===== src/rtl/decode_buffer.sv =====
// -----------------------------------------------------------------------------
// decode_buffer
//
// Decode-on-enqueue instruction buffer sitting between fetch and execute.
// Every accepted instruction is decoded into a contral_t bundle and checked
// for legality. The result is stored next to the raw word and its PC in a
// DEPTH-entry circular FIFO. The head entry is presented to execute through a
// valid/ready handshake.
//
// Parameters
//   DEPTH  : number of FIFO entries (>= 2, any integer)
//   EN_MUL : 1 = decode MUL/DIV/DIVU/REM/REMU, 0 = treat them as illegal
//   EN_W   : 1 = decode the RV64 word opcodes, 0 = treat them as illegal
//
// Ports
//   clk         : rising-edge clock
//   reset       : asynchronous active-high reset of all control state
//   flush       : synchronous discard of every entry
//   in_valid    : fetch offers in_instr/in_pc
//   in_ready    : buffer has room for one more instruction
//   in_instr    : raw 32-bit instruction
//   in_pc       : 64-bit instruction PC
//   out_valid   : head entry is valid
//   out_ready   : execute consumes the head entry
//   out_ctl     : decoded op/alufunc/regwrite of the head entry
//   out_illegal : head entry is an illegal encoding
//   out_instr   : raw instruction of the head entry
//   out_pc      : PC of the head entry
//   count       : current occupancy
// -----------------------------------------------------------------------------

package decode_buffer_pkg;

    // Major opcodes (instr[6:0])
    localparam logic [6:0] F7_ALUI   = 7'b0010011;
    localparam logic [6:0] F7_ALU    = 7'b0110011;
    localparam logic [6:0] F7_ALUIW  = 7'b0011011;
    localparam logic [6:0] F7_ALUW   = 7'b0111011;
    localparam logic [6:0] F7_LUI    = 7'b0110111;
    localparam logic [6:0] F7_AUIPC  = 7'b0010111;
    localparam logic [6:0] F7_JAL    = 7'b1101111;
    localparam logic [6:0] F7_JALR   = 7'b1100111;
    localparam logic [6:0] F7_BRANCH = 7'b1100011;
    localparam logic [6:0] F7_LD     = 7'b0000011;
    localparam logic [6:0] F7_SD     = 7'b0100011;

    // funct7 values of the register-register groups
    localparam logic [6:0] F7_FIRST_ADD = 7'b0000000;
    localparam logic [6:0] F7_FIRST_SUB = 7'b0100000;
    localparam logic [6:0] F7_FIRST_MUL = 7'b0000001;

    // funct3 values
    localparam logic [2:0] F3_ADD  = 3'b000;
    localparam logic [2:0] F3_SLL  = 3'b001;
    localparam logic [2:0] F3_SLT  = 3'b010;
    localparam logic [2:0] F3_SLTU = 3'b011;
    localparam logic [2:0] F3_XOR  = 3'b100;
    localparam logic [2:0] F3_SR   = 3'b101;
    localparam logic [2:0] F3_OR   = 3'b110;
    localparam logic [2:0] F3_AND  = 3'b111;

    typedef logic [4:0] op_t;

    localparam op_t OP_ALUI  = 5'd0;
    localparam op_t OP_ALU   = 5'd1;
    localparam op_t OP_ALUIW = 5'd2;
    localparam op_t OP_ALUW  = 5'd3;
    localparam op_t OP_LUI   = 5'd4;
    localparam op_t OP_AUIPC = 5'd5;
    localparam op_t OP_JAL   = 5'd6;
    localparam op_t OP_JALR  = 5'd7;
    localparam op_t OP_BEQ   = 5'd8;
    localparam op_t OP_BNE   = 5'd9;
    localparam op_t OP_BLT   = 5'd10;
    localparam op_t OP_BGE   = 5'd11;
    localparam op_t OP_BLTU  = 5'd12;
    localparam op_t OP_BGEU  = 5'd13;
    localparam op_t OP_LD    = 5'd14;
    localparam op_t OP_SD    = 5'd15;

    typedef logic [3:0] alufunc_t;

    localparam alufunc_t ALU_ADD     = 4'd0;
    localparam alufunc_t ALU_SUB     = 4'd1;
    localparam alufunc_t ALU_AND     = 4'd2;
    localparam alufunc_t ALU_OR      = 4'd3;
    localparam alufunc_t ALU_XOR     = 4'd4;
    localparam alufunc_t ALU_SLL     = 4'd5;
    localparam alufunc_t ALU_SRL     = 4'd6;
    localparam alufunc_t ALU_SRA     = 4'd7;
    localparam alufunc_t ALU_COMPARE = 4'd8;
    localparam alufunc_t ALU_SMALL   = 4'd9;
    localparam alufunc_t ALU_SMALLU  = 4'd10;
    localparam alufunc_t ALU_MULT    = 4'd11;
    localparam alufunc_t ALU_DIV     = 4'd12;
    localparam alufunc_t ALU_DIVU    = 4'd13;
    localparam alufunc_t ALU_REM     = 4'd14;
    localparam alufunc_t ALU_REMU    = 4'd15;

    // All-zero value doubles as the "illegal / empty" bundle:
    // op = ALUI, alufunc = ALU_ADD, regwrite = 0.
    typedef struct packed {
        op_t      op;
        alufunc_t alufunc;
        logic     regwrite;
    } contral_t;

endpackage

module decode_buffer
    import decode_buffer_pkg::*;
#(
    parameter int DEPTH  = 4,
    parameter int EN_MUL = 1,
    parameter int EN_W   = 1
) (
    input  logic                       clk,
    input  logic                       reset,
    input  logic                       flush,
    input  logic                       in_valid,
    output logic                       in_ready,
    input  logic [31:0]                in_instr,
    input  logic [63:0]                in_pc,
    output logic                       out_valid,
    input  logic                       out_ready,
    output contral_t                   out_ctl,
    output logic                       out_illegal,
    output logic [31:0]                out_instr,
    output logic [63:0]                out_pc,
    output logic [$clog2(DEPTH+1)-1:0] count
);

    localparam int PTR_W = $clog2(DEPTH);
    localparam int CNT_W = $clog2(DEPTH+1);

    localparam logic MUL_ON = (EN_MUL != 0);
    localparam logic W_ON   = (EN_W != 0);

    // ------------------------------------------------------------------
    // Decode helpers
    // ------------------------------------------------------------------

    // Shared funct3 mapping of the ALU groups. alt selects SUB over ADD
    // and SRA over SRL; callers only raise it where the encoding allows.
    function automatic alufunc_t base_func(input logic [2:0] f3, input logic alt);
        alufunc_t f;
        case (f3)
            F3_ADD:  f = alt ? ALU_SUB : ALU_ADD;
            F3_SLL:  f = ALU_SLL;
            F3_SLT:  f = ALU_SMALL;
            F3_SLTU: f = ALU_SMALLU;
            F3_XOR:  f = ALU_XOR;
            F3_SR:   f = alt ? ALU_SRA : ALU_SRL;
            F3_OR:   f = ALU_OR;
            F3_AND:  f = ALU_AND;
            default: f = ALU_ADD;
        endcase
        return f;
    endfunction

    // M-extension funct3 mapping; the upper-half multiplies are not
    // supported, so 001/010/011 have no function of their own.
    function automatic alufunc_t mul_func(input logic [2:0] f3);
        alufunc_t f;
        case (f3)
            3'b000:  f = ALU_MULT;
            3'b100:  f = ALU_DIV;
            3'b101:  f = ALU_DIVU;
            3'b110:  f = ALU_REM;
            3'b111:  f = ALU_REMU;
            default: f = ALU_ADD;
        endcase
        return f;
    endfunction

    function automatic logic mul_legal(input logic [2:0] f3);
        return MUL_ON && (f3 != F3_SLT) && (f3 != F3_SLTU) && (f3 != F3_SLL);
    endfunction

    // ------------------------------------------------------------------
    // Combinational decode of the incoming word
    // ------------------------------------------------------------------
    logic [6:0] opcode;
    logic [6:0] funct7;
    logic [2:0] funct3;
    logic       alt;

    assign opcode = in_instr[6:0];
    assign funct3 = in_instr[14:12];
    assign funct7 = in_instr[31:25];
    assign alt    = in_instr[30];

    contral_t dec_ctl;
    logic     dec_legal;

    always_comb begin
        dec_ctl          = '0;
        dec_ctl.regwrite = 1'b1;
        dec_legal        = 1'b0;
        case (opcode)
            F7_ALUI: begin
                dec_legal       = 1'b1;
                dec_ctl.op      = OP_ALUI;
                // bit 30 of an immediate only means "arithmetic" for SRAI
                dec_ctl.alufunc = base_func(funct3, (funct3 == F3_SR) && alt);
            end
            F7_ALU: begin
                dec_ctl.op = OP_ALU;
                case (funct7)
                    F7_FIRST_ADD: begin
                        dec_legal       = 1'b1;
                        dec_ctl.alufunc = base_func(funct3, 1'b0);
                    end
                    F7_FIRST_SUB: begin
                        dec_legal       = (funct3 == F3_ADD) || (funct3 == F3_SR);
                        dec_ctl.alufunc = base_func(funct3, 1'b1);
                    end
                    F7_FIRST_MUL: begin
                        dec_legal       = mul_legal(funct3);
                        dec_ctl.alufunc = mul_func(funct3);
                    end
                    default: dec_legal = 1'b0;
                endcase
            end
            F7_ALUIW: begin
                dec_ctl.op      = OP_ALUIW;
                dec_legal       = W_ON && ((funct3 == F3_ADD) || (funct3 == F3_SLL) ||
                                           (funct3 == F3_SR));
                dec_ctl.alufunc = base_func(funct3, (funct3 == F3_SR) && alt);
            end
            F7_ALUW: begin
                dec_ctl.op = OP_ALUW;
                case (funct7)
                    F7_FIRST_ADD: begin
                        dec_legal       = W_ON && ((funct3 == F3_ADD) || (funct3 == F3_SLL) ||
                                                   (funct3 == F3_SR));
                        dec_ctl.alufunc = base_func(funct3, 1'b0);
                    end
                    F7_FIRST_SUB: begin
                        dec_legal       = W_ON && ((funct3 == F3_ADD) || (funct3 == F3_SR));
                        dec_ctl.alufunc = base_func(funct3, 1'b1);
                    end
                    F7_FIRST_MUL: begin
                        // DIVW/REMW/REMUW reuse the XOR/OR/AND funct3 slots
                        dec_legal       = W_ON && mul_legal(funct3);
                        dec_ctl.alufunc = mul_func(funct3);
                    end
                    default: dec_legal = 1'b0;
                endcase
            end
            F7_LUI: begin
                dec_legal  = 1'b1;
                dec_ctl.op = OP_LUI;
            end
            F7_AUIPC: begin
                dec_legal  = 1'b1;
                dec_ctl.op = OP_AUIPC;
            end
            F7_JAL: begin
                dec_legal  = 1'b1;
                dec_ctl.op = OP_JAL;
            end
            F7_JALR: begin
                dec_legal  = 1'b1;
                dec_ctl.op = OP_JALR;
            end
            F7_LD: begin
                dec_legal  = 1'b1;
                dec_ctl.op = OP_LD;
            end
            F7_SD: begin
                dec_legal        = 1'b1;
                dec_ctl.op       = OP_SD;
                dec_ctl.regwrite = 1'b0;
            end
            F7_BRANCH: begin
                dec_legal        = 1'b1;
                dec_ctl.regwrite = 1'b0;
                case (funct3)
                    3'b000: begin dec_ctl.op = OP_BEQ;  dec_ctl.alufunc = ALU_COMPARE; end
                    3'b001: begin dec_ctl.op = OP_BNE;  dec_ctl.alufunc = ALU_COMPARE; end
                    3'b100: begin dec_ctl.op = OP_BLT;  dec_ctl.alufunc = ALU_SMALL;   end
                    3'b101: begin dec_ctl.op = OP_BGE;  dec_ctl.alufunc = ALU_SMALL;   end
                    3'b110: begin dec_ctl.op = OP_BLTU; dec_ctl.alufunc = ALU_SMALLU;  end
                    3'b111: begin dec_ctl.op = OP_BGEU; dec_ctl.alufunc = ALU_SMALLU;  end
                    default: dec_legal = 1'b0;
                endcase
            end
            default: dec_legal = 1'b0;
        endcase

        // Illegal words are stored as a harmless non-writing ALUI/ADD.
        if (!dec_legal) begin
            dec_ctl = '0;
        end
    end

    // ------------------------------------------------------------------
    // FIFO control
    // ------------------------------------------------------------------
    logic [PTR_W-1:0] head;
    logic [PTR_W-1:0] tail;
    logic             push;
    logic             pop;

    assign in_ready  = (count != CNT_W'(DEPTH));
    assign out_valid = (count != '0);
    assign push      = in_valid && in_ready;
    assign pop       = out_valid && out_ready;

    // Explicit wrap so DEPTH need not be a power of two.
    function automatic logic [PTR_W-1:0] ptr_next(input logic [PTR_W-1:0] p);
        return (p == PTR_W'(DEPTH - 1)) ? '0 : p + 1'b1;
    endfunction

    always_ff @(posedge clk or posedge reset) begin
        if (reset) begin
            head  <= '0;
            tail  <= '0;
            count <= '0;
        end else if (flush) begin
            // flush wins over any push/pop in the same cycle
            head  <= '0;
            tail  <= '0;
            count <= '0;
        end else begin
            if (push) begin
                tail <= ptr_next(tail);
            end
            if (pop) begin
                head <= ptr_next(head);
            end
            case ({push, pop})
                2'b10:   count <= count + 1'b1;
                2'b01:   count <= count - 1'b1;
                default: count <= count;
            endcase
        end
    end

    // ------------------------------------------------------------------
    // Entry storage (data only, never reset)
    // ------------------------------------------------------------------
    contral_t    ctl_mem   [DEPTH];
    logic        ill_mem   [DEPTH];
    logic [31:0] instr_mem [DEPTH];
    logic [63:0] pc_mem    [DEPTH];

    always_ff @(posedge clk) begin
        if (push && !flush) begin
            ctl_mem[tail]   <= dec_ctl;
            ill_mem[tail]   <= !dec_legal;
            instr_mem[tail] <= in_instr;
            pc_mem[tail]    <= in_pc;
        end
    end

    // Head entry read-out. Gating with out_valid makes the outputs read as
    // zero when empty (including straight after reset) even though the
    // storage itself is not cleared; out_valid depends only on count, so
    // there is still no path from the inputs to these outputs.
    assign out_ctl     = out_valid ? ctl_mem[head]   : '0;
    assign out_illegal = out_valid ? ill_mem[head]   : 1'b0;
    assign out_instr   = out_valid ? instr_mem[head] : '0;
    assign out_pc      = out_valid ? pc_mem[head]    : '0;

endmodule

===== config.mk =====
export PLATFORM = sky130hd
export DESIGN_NAME = decode_buffer
export DESIGN_NICKNAME = d
export VERILOG_FILES = /design/src/rtl/decode_buffer.sv
export SDC_FILE = /design/constraint.sdc
export NUM_CORES = 1
export LEC_CHECK = 0
export ABC_AREA = 1
export BUFFER_PORTS_ARGS = -buffer_cell sky130_fd_sc_hd__buf_4
export CORE_MARGIN = 2
export CORE_UTILIZATION = 60
export DETAILED_ROUTE_END_ITERATION = 10
export PLACE_DENSITY = 0.83
export SYNTH_ARGS = -nofsm -noshare
export SYNTH_HDL_FRONTEND = slang
export SYNTH_SLANG_ARGS = --single-unit

===== constraint.sdc =====
create_clock -name clk -period 9 [get_ports clk]
set_input_delay 1.8 -clock clk [delete_from_list [all_inputs] [get_ports clk]]
set_output_delay 1.8 -clock clk [all_outputs]
set_load 0.05 [all_outputs]

==> results of run 1 <==
-- per-layer routing --
| layer | global-route usage [%] | wire [µm] |
|---|---|---|
| met2 | 44.5 | 19800 |
| met5 | 0 | 0 |
| met3 | 4.37 | 3000 |
| met1 | 33.3 | 15200 |
| met4 | 9.55 | 1140 |
-- power by group --
part / switching [mW] / leakage, nW / total [mW] / internal (mW)
Sequential: 0.0848 / 3.95 / 2.41 / 2.33
Combinational: 2.30 / 2.96 / 3.06 / 0.756
Clock: 0.701 / 0.717 / 1.84 / 1.14
-- critical path, delay by kind of cell (launching register included) --
family,cells,cell delay (ns)
flip-flops,1,0.73
buffers and inverters,3,1.81
AO/OA/AOI/OAI,2,0.50
-- worst max-delay path by stage --
stage,startpoint,end,slack (ns),cells after the start
CTS,head[0]$_DFFE_PP0P_,out_instr[25],3.43,5
finish,head[0]$_DFFE_PP0P_,out_pc[41],3.42,5
detailed placement,head[0]$_DFFE_PP0P_,out_ctl[1],4.03,5
global placement,head[0]$_DFFE_PP0P_,out_ctl[1],4.07,5
global route,head[0]$_DFFE_PP0P_,out_ctl[1],3.13,5
floorplan,in_valid,ctl_mem[0][0]$_DFFE_PP_,1.92,4
-- cell families after synthesis --
logic type	after synthesis	share of synthesized area, %
xor+xnor	2	0.100
other cells	1	0.0214
simple gates	553	12.5
compound gates	342	9.85
fa+ha+maj	12	0.900
buf+inv	126	2.99
flops	431	73.7
-- final cells by class --
cell class	count	area share [%]
multi-input combinational	910	19.7
clock inverter	19	1.25
tap	384	2.31
clock buffer	60	5.82
inverter	43	0.799
sequential	431	62.0
timing repair buffer	225	8.11
-- through the flow --
stage | cell area, µm² | utilization [%] | setup WS [ns]
after CTS | 20800 | 72.6 | 3.43
after global routing | 20800 | 72.6 | 3.13
after global placement | 19400 | 67.5 | 4.07
final | 20800 | 72.6 | 3.42
after detailed placement | 19400 | 67.5 | 4.03
after floorplan | 17500 | - | 1.92
-- Yosys cell counts --
| library cell | instances | share of area, % |
|---|---|---|
| o22ai_1 | 2 | 0.071 |
| o21ai_0 | 225 | 6.4 |
| xnor2_1 | 1 | 0.050 |
| nand3_1 | 24 | 0.69 |
| nor3_2 | 2 | 0.11 |
| ha_1 | 11 | 0.79 |
| nand3_2 | 1 | 0.057 |
| nor3_1 | 3 | 0.086 |
| edfxtp_1 | 424 | 73 |
| nor4_1 | 1 | 0.036 |
| or2_2 | 1 | 0.036 |
| conb_1 | 1 | 0.021 |
| nor2_4 | 2 | 0.13 |
| nor3_4 | 1 | 0.093 |
| inv_1 | 35 | 0.75 |
| buf_4 | 1 | 0.043 |
| clkbuf_1 | 39 | 0.84 |
| nand2_2 | 5 | 0.18 |
| nand2_1 | 50 | 1.1 |
| nor2_2 | 2 | 0.071 |
| clkinv_1 | 2 | 0.043 |
| xor2_1 | 1 | 0.050 |
| o21ai_1 | 5 | 0.14 |
| buf_2 | 38 | 1.1 |
| nand4_1 | 1 | 0.036 |
| fa_1 | 1 | 0.11 |
| buf_1 | 5 | 0.11 |
| nor2_1 | 460 | 9.9 |
| inv_2 | 6 | 0.13 |
| a21oi_1 | 109 | 3.1 |
| dfrtp_1 | 7 | 1.0 |
| o21ai_4 | 1 | 0.093 |
-- registers in the layout, summed over array words and instances, names as in the netlist --
| signal | flops |
|---|---|
| instr_mem | 128 |
| head | 2 |
| ill_mem | 4 |
| pc_mem | 256 |
| tail | 2 |
| ctl_mem | 36 |
| count | 3 |
-- cell usage in the layout (no fill, tap or decap), types with 2 or more instances in the layout --
cell         n
nand2_2      5
o21ai_0    225
inv_2        4
ha_1        11
nor2_2       2
nor3_1       3
a21oi_1    109
nor2_1     456
bufinv_16    7
nor3_2       2
edfxtp_1   424
clkinv_2     4
nand3_1     24
dfrtp_4      2
nand2_1     50
buf_4      225
dfrtp_1      5
o21ai_1      5
nor2_4       6
clkbuf_16   45
clkinv_1    10
o22ai_1      2
inv_4        2
inv_1       35
clkbuf_1    12
clkbuf_8     3
==> flow_summary.json, run 1 <==
{
  "grt_start_max_net_pins": 128,
  "global_route.usage.total_pct": 25.8,
  "hold_path_depth": 2,
  "wl_per_cell_um": 18.9,
  "result_of_the_run": "complete, no violations",
  "worst-r2r-setup-slack_ns": 5.37,
  "fp.dieW_um": 175,
  "worstSkewPairLatency_ns": 0.53,
  "global_route.overflow_total": 0,
  "vias": 11800,
  "grt_antenna_before_repair": 0,
  "max_freq_mhz": 179,
  "postSynthCellCount": 1467,
  "critical-path-slowest-cell": "buf_4",
  "clk_transition_reported_paths_ns": 0.06,
  "worst_ep_arrival_time_ns": 3.78,
  "finalSetupViolations": 0,
  "layout.filler_cells": 1838,
  "crit_path_end_kind": "output port",
  "multi_input_comb_area_mm2": 0.00412,
  "drt-total-wl_um": 39200,
  "post-dp-hpwl_um": 21700,
  "ir_worst_vdd_mv": 0.287,
  "gp_congestion": 0.828,
  "tritoncts_num_sinks": 431,
  "antenna_cells": 0,
  "syn-mean-instance-area_um2": 11.9,
  "fin_crit_share_pct": 62.0,
  "leakagePower_nw": 7.63,
  "drtAntennaViolNets": 0,
  "worstReg2RegStart": "count[0]$_DFFE_PP0P_",
  "grt_first_pass_wirelength_um": 61400,
  "rsz_0062_raised_after_global_routing": "false",
  "cts.repair_timing.setup_buffer_count": 0,
  "cp.required_ns": 7.20,
  "synth_nets": 1580,
  "yosys_register_bits": 431,
  "tightestPinTransition_ns": 1.17,
  "ios": 213,
  "design.final.nets": 1767,
  "yosysUniqueCellTypes": 32,
  "max-cap-violations": 0,
  "drt_first_pass_iters": 5,
  "crit_path_cell_trace": "inv_4, buf_4, o21ai_0, a21oi_1, buf_4",
  "hold_ws_ns": 0.543,
  "yosys_warnings": 0,
  "synth-seq-area-share_pct": 73.7,
  "worst-r2r-cell-count": 7,
  "holdPathEnd": "tail[1]$_DFFE_PP0P_",
  "layout-drive-gt1-share_pct": 18.4,
  "timing.critical_path.slowest_cell_delay_ns": 0.92,
  "tritoncts.num_buffers": 43,
  "placement.io_buffers": 211,
  "critical_path_peak_fanout": 127,
  "finalSetupTns_ns": 0,
  "finalMaxSlewViolations": 0,
  "cts-htree-levels": 2,
  "areaGrowthSynthToFinish_pct": 19.0,
  "dieArea_mm2": 0.0306,
  "worst_hold_path_type": "reg -> reg",
  "die_h_um": 175,
  "worst_clock_skew_ns": 0.0135,
  "hp-start": "tail[1]$_DFFE_PP0P_",
  "finish.cell_count_without_fillers": 2072,
  "cts_repair_resize_count": 0,
  "initialDrtViolationCount": 1347,
  "mappedNetlistArea_mm2": 0.0175,
  "total_power_mw": 7.31,
  "fp.coreArea_mm2": 0.0287,
  "clockBufferDepth": 3,
  "dpl.cell_count": 1993,
  "timing.setup.critical_path_class": "reg -> out",
  "register_area_mm2": 0.0129,
  "power_density_mw_per_mm2": 351,
  "cts_tree": "done",
  "max-slew-margin-rel_pct": 22.2,
  "start_util_pct": 61.0,
  "finalHoldViolations": 0,
  "route.detailed.vias_per_inst": 5.70,
  "post_cts_hold_buffer_count": 0,
  "period_needed_ns": 5.58,
  "placement_rows": 62,
  "post-route-drc-count": 0,
  "timing.rr.end": "pc_mem[3][51]$_DFFE_PP_",
  "root_driver": "clkbuf_16",
  "number_of_global_route_vias_before_repair": 11800,
  "critPathMostFrequentCell": "buf_4",
  "crit_path_start_kind": "register"
}
(Power assumes the default switching activity.)
==> inputs of run 2 (changes only) <==
--- a/config.mk
+++ b/config.mk
@@ -5,12 +5,12 @@
 export SDC_FILE = /design/constraint.sdc
 export NUM_CORES = 1
 export LEC_CHECK = 0
-export ABC_AREA = 1
+export ABC_AREA = 0
 export BUFFER_PORTS_ARGS = -buffer_cell sky130_fd_sc_hd__buf_4
 export CORE_MARGIN = 2
-export CORE_UTILIZATION = 60
+export CORE_UTILIZATION = 52
 export DETAILED_ROUTE_END_ITERATION = 10
-export PLACE_DENSITY = 0.83
+export PLACE_DENSITY = 0.77
 export SYNTH_ARGS = -nofsm -noshare
 export SYNTH_HDL_FRONTEND = slang
 export SYNTH_SLANG_ARGS = --single-unit
==> constraint.sdc (replaced) <==
create_clock -name clk -period 5 [get_ports clk]
set_input_delay 1 -clock clk [delete_from_list [all_inputs] [get_ports clk]]
set_output_delay 1 -clock clk [all_outputs]
set_load 0.05 [all_outputs]
==> flow_summary.json, run 2 <==
{
  "leakagePower_nw": 6.93,
  "finalSetupViolations": 0,
  "total_power_mw": 11.9,
  "fp.dieW_um": 185,
  "finish.cell_count_without_fillers": 1521,
  "ir_worst_vdd_mv": 0.530,
  "drtAntennaViolNets": 0,
  "cts_repair_resize_count": 0,
  "layout.filler_cells": 2284,
  "synth_nets": 938,
  "max-slew-margin-rel_pct": 34.9,
  "cts_tree": "done",
  "finalHoldViolations": 0,
  "cp_num_buf_inv": 2,
  "drt_first_pass_iters": 5,
  "hold_ws_ns": 0.409,
  "ios": 213,
  "syn-mean-instance-area_um2": 20.7,
  "die_h_um": 185,
  "tritoncts_num_sinks": 431,
  "initialDrtViolationCount": 671,
  "yosysMostFrequentCell": "edfxtp_1",
  "finalMaxSlewViolations": 0,
  "synth_top_cells_by_count": "424 x edfxtp_1, 110 x and2_1, 106 x mux4_2",
  "result_of_the_run": "complete, no violations",
  "utilization_pct": 63.2,
  "clk_transition_reported_paths_ns": 0.06,
  "synth-seq-area-share_pct": 75.6,
  "root_driver": "clkbuf_16",
  "dieArea_mm2": 0.0343,
  "max_freq_mhz": 263,
  "largest_register_ff_count": 256,
  "post-route-drc-count": 0,
  "global_route.overflow_total": 0,
  "top_regs": "pc_mem (256), instr_mem (128), ctl_mem (36)",
  "vias": 8439,
  "start_util_pct": 52.6,
  "critical-path-top-delay-family": "flip-flops",
  "biggest_register": "pc_mem",
  "route.detailed.vias_per_inst": 5.55,
  "finalSetupTns_ns": 0,
  "worst_hold_path_type": "in -> async",
  "mostFrequentLayoutCells": "424 x edfxtp_1, 213 x buf_4, 106 x mux4_2, 106 x and2_1, 45 x clkbuf_16",
  "tritoncts.num_buffers": 44,
  "synth_top_area_cell": "edfxtp_1",
  "post-dp-hpwl_um": 18700,
  "grt_first_pass_wirelength_um": 49100,
  "share_of_the_synthesized_area_in_the_top_cell_type_pct": 74.6,
  "critical_path_peak_fanout": 53,
  "timing.setup.critical_path_class": "reg -> out",
  "layout.cells.most_common": "edfxtp_1",
  "crit_path_cell_trace": "buf_12, mux4_2, and2_1, buf_4",
  "tightestPinTransition_ns": 0.977,
  "crit_path_start_kind": "register",
  "critical-path-slowest-cell": "dfrtp_4",
  "wl_per_cell_um": 21.3,
  "placement.io_buffers": 211,
  "layout.cell_area.non_filler_mm2": 0.0205,
  "dpl_cell_area_mm2": 0.0192,
  "post_cts_hold_buffer_count": 0,
  "number_of_global_route_vias_before_repair": 8624,
  "yosysUniqueCellTypes": 51,
  "power_density_mw_per_mm2": 579,
  "design.final.nets": 1157,
  "max-cap-violations": 0,
  "timing.critical_path.slowest_cell_delay_ns": 0.84,
  "worst_ep_arrival_time_ns": 2.80,
  "yosys_warnings": 0,
  "global_route.usage.total_pct": 19.0,
  "cts.repair_timing.setup_buffer_count": 0,
  "netlist_top_cells_area": "edfxtp_1 75%, mux4_2 14%, and2_1 4.0%",
  "cts-htree-levels": 2,
  "areaGrowthSynthToFinish_pct": 20.2,
  "grt_antenna_before_repair": 1,
  "postSynthCellCount": 825,
  "cp.required_ns": 4.00,
  "clockBufferDepth": 3,
  "yosys_register_bits": 431,
  "layout-drive-gt1-share_pct": 36.5,
  "mappedNetlistArea_mm2": 0.0171,
  "gp_congestion": 0.786,
  "period_needed_ns": 3.80,
  "synth_flop_cell": "edfxtp_1",
  "final.setup.worst_slack_ns": 1.20,
  "rsz_0062_raised_after_global_routing": "false",
  "fp.coreArea_mm2": 0.0325,
  "placement_rows": 66,
  "place_worst_setup_slack_ns": 1.41,
  "synth_edf_count": 424,
  "worst_clock_skew_ns": 0.0211,
  "fin_crit_share_pct": 76.0,
  "drt-total-wl_um": 32300,
  "grt_start_max_net_pins": 67,
  "crit_path_end_kind": "output port",
  "proportion_of_register_bits_with_asynchronous_set_or_reset_after_synthesis_pct": 1.62,
  "dpl.cell_count": 1440,
  "worstSkewPairLatency_ns": 0.53
}
[run 2: changes by cell type in the layout (fill, tap and decap cells not counted), moves of 17 or more]
cell	delta
a21oi_1	-99
and2_1	+106
inv_1	-25
mux4_2	+106
nand2_1	-39
nand3_1	-17
nor2_1	-440
o21ai_0	-221
[run 2: cell type report]
cell class                 instances  area (µm²)  area share [%]
inverter                          10        37.5           0.183
tap                              442         553            2.70
timing repair buffer             220        1740            8.48
antenna                            1        2.50          0.0122
sequential                       431       12900            63.0
clock buffer                      64        1210            5.89
multi-input combinational        337        3930            19.2
clock inverter                    16         129           0.628
[run 2: power breakdown]
part	internal, mW	switching (mW)	total (mW)
registers	4.23	0.131	4.36
logic	1.52	2.97	4.49
clock network	1.78	1.24	3.02
[run 2: cells by family (layout without fill, tap and decap cells)]
kind of cell	Yosys count	count (layout)	synth area share [%]
AOI/OAI and AO/OA	40	40	1.67
other	1	2	0.0220
xor gates and xnor gates	6	6	0.308
muxes	108	108	14.1
and+or+nand+nor	170	170	5.91
buffers and inverters	57	310	1.42
DFF	431	431	75.6
adders and majority gates	12	12	0.924
[run 2: layer usage]
layer	share of wire, %	routed length [µm]	global-route usage, %
met5	0	0	0
met4	2.1	670	5.14
met3	6.5	2120	4.11
met2	49	16000	31.1
met1	42	13600	26.2
[run 2: path summary, 6_finish.rpt]
kind | end | from | slack (ns) | cells past startpoint
worst max-delay path | out_instr[8] | head[0]$_DFFE_PP0P_ | 1.20 | 4
min in group clk | tail[1]$_DFFE_PP0P_ | tail[1]$_DFFE_PP0P_ | 0.59 | 2
worst min-delay path | count[1]$_DFFE_PP0P_ | reset | 0.41 | 2
worst max register to register | pc_mem[0][47]$_DFFE_PP_ | count[2]$_DFFE_PP0P_ | 2.33 | 5
worst min register to register | tail[1]$_DFFE_PP0P_ | tail[1]$_DFFE_PP0P_ | 0.59 | 2
max in group asynchronous | head[0]$_DFFE_PP0P_ | reset | 4.33 | 2
==> inputs of run 3 (changes only) <==
==> constraint.sdc (replaced) <==
create_clock -name clk -period 3.2 [get_ports clk]
set_input_delay 0.64 -clock clk [delete_from_list [all_inputs] [get_ports clk]]
set_output_delay 0.64 -clock clk [all_outputs]
set_load 0.05 [all_outputs]
==> flow_summary.json, run 3 (same netlist as run 2, synthesis figures left out) <==
{
  "result_of_the_run": "complete, no violations",
  "max_freq_mhz": 340,
  "drtAntennaViolNets": 0,
  "layout.filler_cells": 2236,
  "initialDrtViolationCount": 725,
  "layout-drive-gt1-share_pct": 37.2,
  "crit_path_start_kind": "register",
  "period_needed_ns": 2.94,
  "gp_congestion": 0.870,
  "finalSetupViolations": 0,
  "clockBufferDepth": 3,
  "ir_worst_vdd_mv": 0.891,
  "cts_repair_resize_count": 0,
  "antenna_cells": 0,
  "crit_path_cell_trace": "buf_12, mux4_2, and2_1, buf_4",
  "cp.required_ns": 2.56,
  "drt_first_pass_iters": 6,
  "critical-path-slowest-cell": "dfrtp_4",
  "vias": 8594,
  "post-route-drc-count": 0,
  "route.detailed.vias_per_inst": 5.62,
  "design.final.nets": 1169,
  "wl_per_cell_um": 21.8,
  "biggest_register": "pc_mem",
  "worst_ep_arrival_time_ns": 2.30,
  "cp_num_buf_inv": 2,
  "cts.repair_timing.setup_buffer_count": 0,
  "power_density_mw_per_mm2": 906,
  "register_area_mm2": 0.0129,
  "timing.critical_path.slowest_cell_delay_ns": 0.65,
  "fin_crit_share_pct": 91.9,
  "placement.io_buffers": 211,
  "placement_rows": 66,
  "worst_hold_path_type": "in -> async",
  "finalMaxSlewViolations": 0,
  "fp.coreArea_mm2": 0.0325,
  "largest_register_ff_count": 256,
  "tritoncts.num_buffers": 44,
  "post_cts_hold_buffer_count": 0,
  "critical_path_peak_fanout": 45,
  "timing.setup.critical_path_class": "reg -> out",
  "global_route.overflow_total": 0,
  "dieArea_mm2": 0.0343,
  "finalSetupTns_ns": 0,
  "grt_first_pass_wirelength_um": 50300,
  "top_regs": "pc_mem (256), instr_mem (128), ctl_mem (36)",
  "ios": 213,
  "tightestPinTransition_ns": 0.710,
  "root_driver": "clkbuf_16",
  "fp.dieW_um": 185,
  "clk_transition_reported_paths_ns": 0.06,
  "max-cap-violations": 0,
  "global_route.usage.total_pct": 19.5,
  "grt_antenna_before_repair": 0,
  "mostFrequentLayoutCells": "424 x edfxtp_1, 217 x buf_4, 106 x mux4_2, 106 x and2_1, 45 x clkbuf_16",
  "finish.cell_count_without_fillers": 1529,
  "max-slew-margin-rel_pct": 52.3,
  "crit_path_end_kind": "output port",
  "leakagePower_nw": 7.01,
  "drt-total-wl_um": 33300,
  "critical-path-top-delay-family": "flip-flops",
  "finalHoldViolations": 0,
  "grt_start_max_net_pins": 71,
  "areaGrowthSynthToFinish_pct": 21.4,
  "cts-htree-levels": 2,
  "cts_tree": "done",
  "multi_input_comb_area_mm2": 0.00393,
  "start_util_pct": 52.6,
  "tritoncts_num_sinks": 431,
  "number_of_global_route_vias_before_repair": 8758,
  "layout.cells.most_common": "edfxtp_1",
  "die_h_um": 185,
  "worst_clock_skew_ns": 0.0168,
  "dpl.cell_count": 1452,
  "worstSkewPairLatency_ns": 0.52,
  "post-dp-hpwl_um": 19900,
  "rsz_0062_raised_after_global_routing": "false"
}
==> run 3: area by class of cell <==
type / count / share of cell area, %
Clock inverter: 14 / 0.719
Clock buffer: 63 / 5.76
Inverter: 10 / 0.181
Multi-Input combinational cell: 337 / 19.0
Tap cell: 442 / 2.67
Sequential cell: 431 / 62.4
Timing Repair Buffer: 232 / 9.32
==> run 3: final timing paths <==
check / from / endpoint / slack [ns] / cells past startpoint
setup / recovery: head[1]$_DFFE_PP0P_ / out_instr[24] / 0.26 / 4
hold / removal: reset / head[1]$_DFFE_PP0P_ / 0.07 / 2
setup reg to reg: count[2]$_DFFE_PP0P_ / pc_mem[3][27]$_DFFE_PP_ / 0.86 / 5
hold reg to reg: tail[1]$_DFFE_PP0P_ / tail[1]$_DFFE_PP0P_ / 0.59 / 2
max in group asynchronous: reset / head[0]$_DFFE_PP0P_ / 2.87 / 2
min in group clk: in_instr[8] / instr_mem[1][8]$_DFFE_PP_ / 0.32 / 1
==> run 3: power by group <==
part	switching [mW]	internal, mW
Combinational	4.75	2.49
Sequential	0.132	6.61
Clock	1.95	2.83
==> run 3: per-layer routing <==
layer	wire (µm)	track usage, %
met5	0	0
met4	581	4.41
met3	1940	3.70
met2	17100	33.0
met1	13600	26.7
==> run 3: worst register-to-register path, delay by kind of cell (launching register included) <==
family | cells | cell delay (ns)
buf+inv | 1 | 0.36
flops | 1 | 0.45
simple gates | 4 | 1.23
==> run 3: through the flow <==
stage	total power, mW	hold slack, ns	setup slack, ns	utilization [%]	area (µm²)
finish	18.8	0.0684	0.259	63.8	20700
global route	19.5	0.0774	0.137	63.8	20700
CTS	19.0	0.0529	0.198	63.8	20700
detailed placement	14.2	0.579	0.234	59.7	19400
global placement	14.1	0.567	0.325	59.7	19400
floorplan	11.9	0.443	-0.402	-	17100
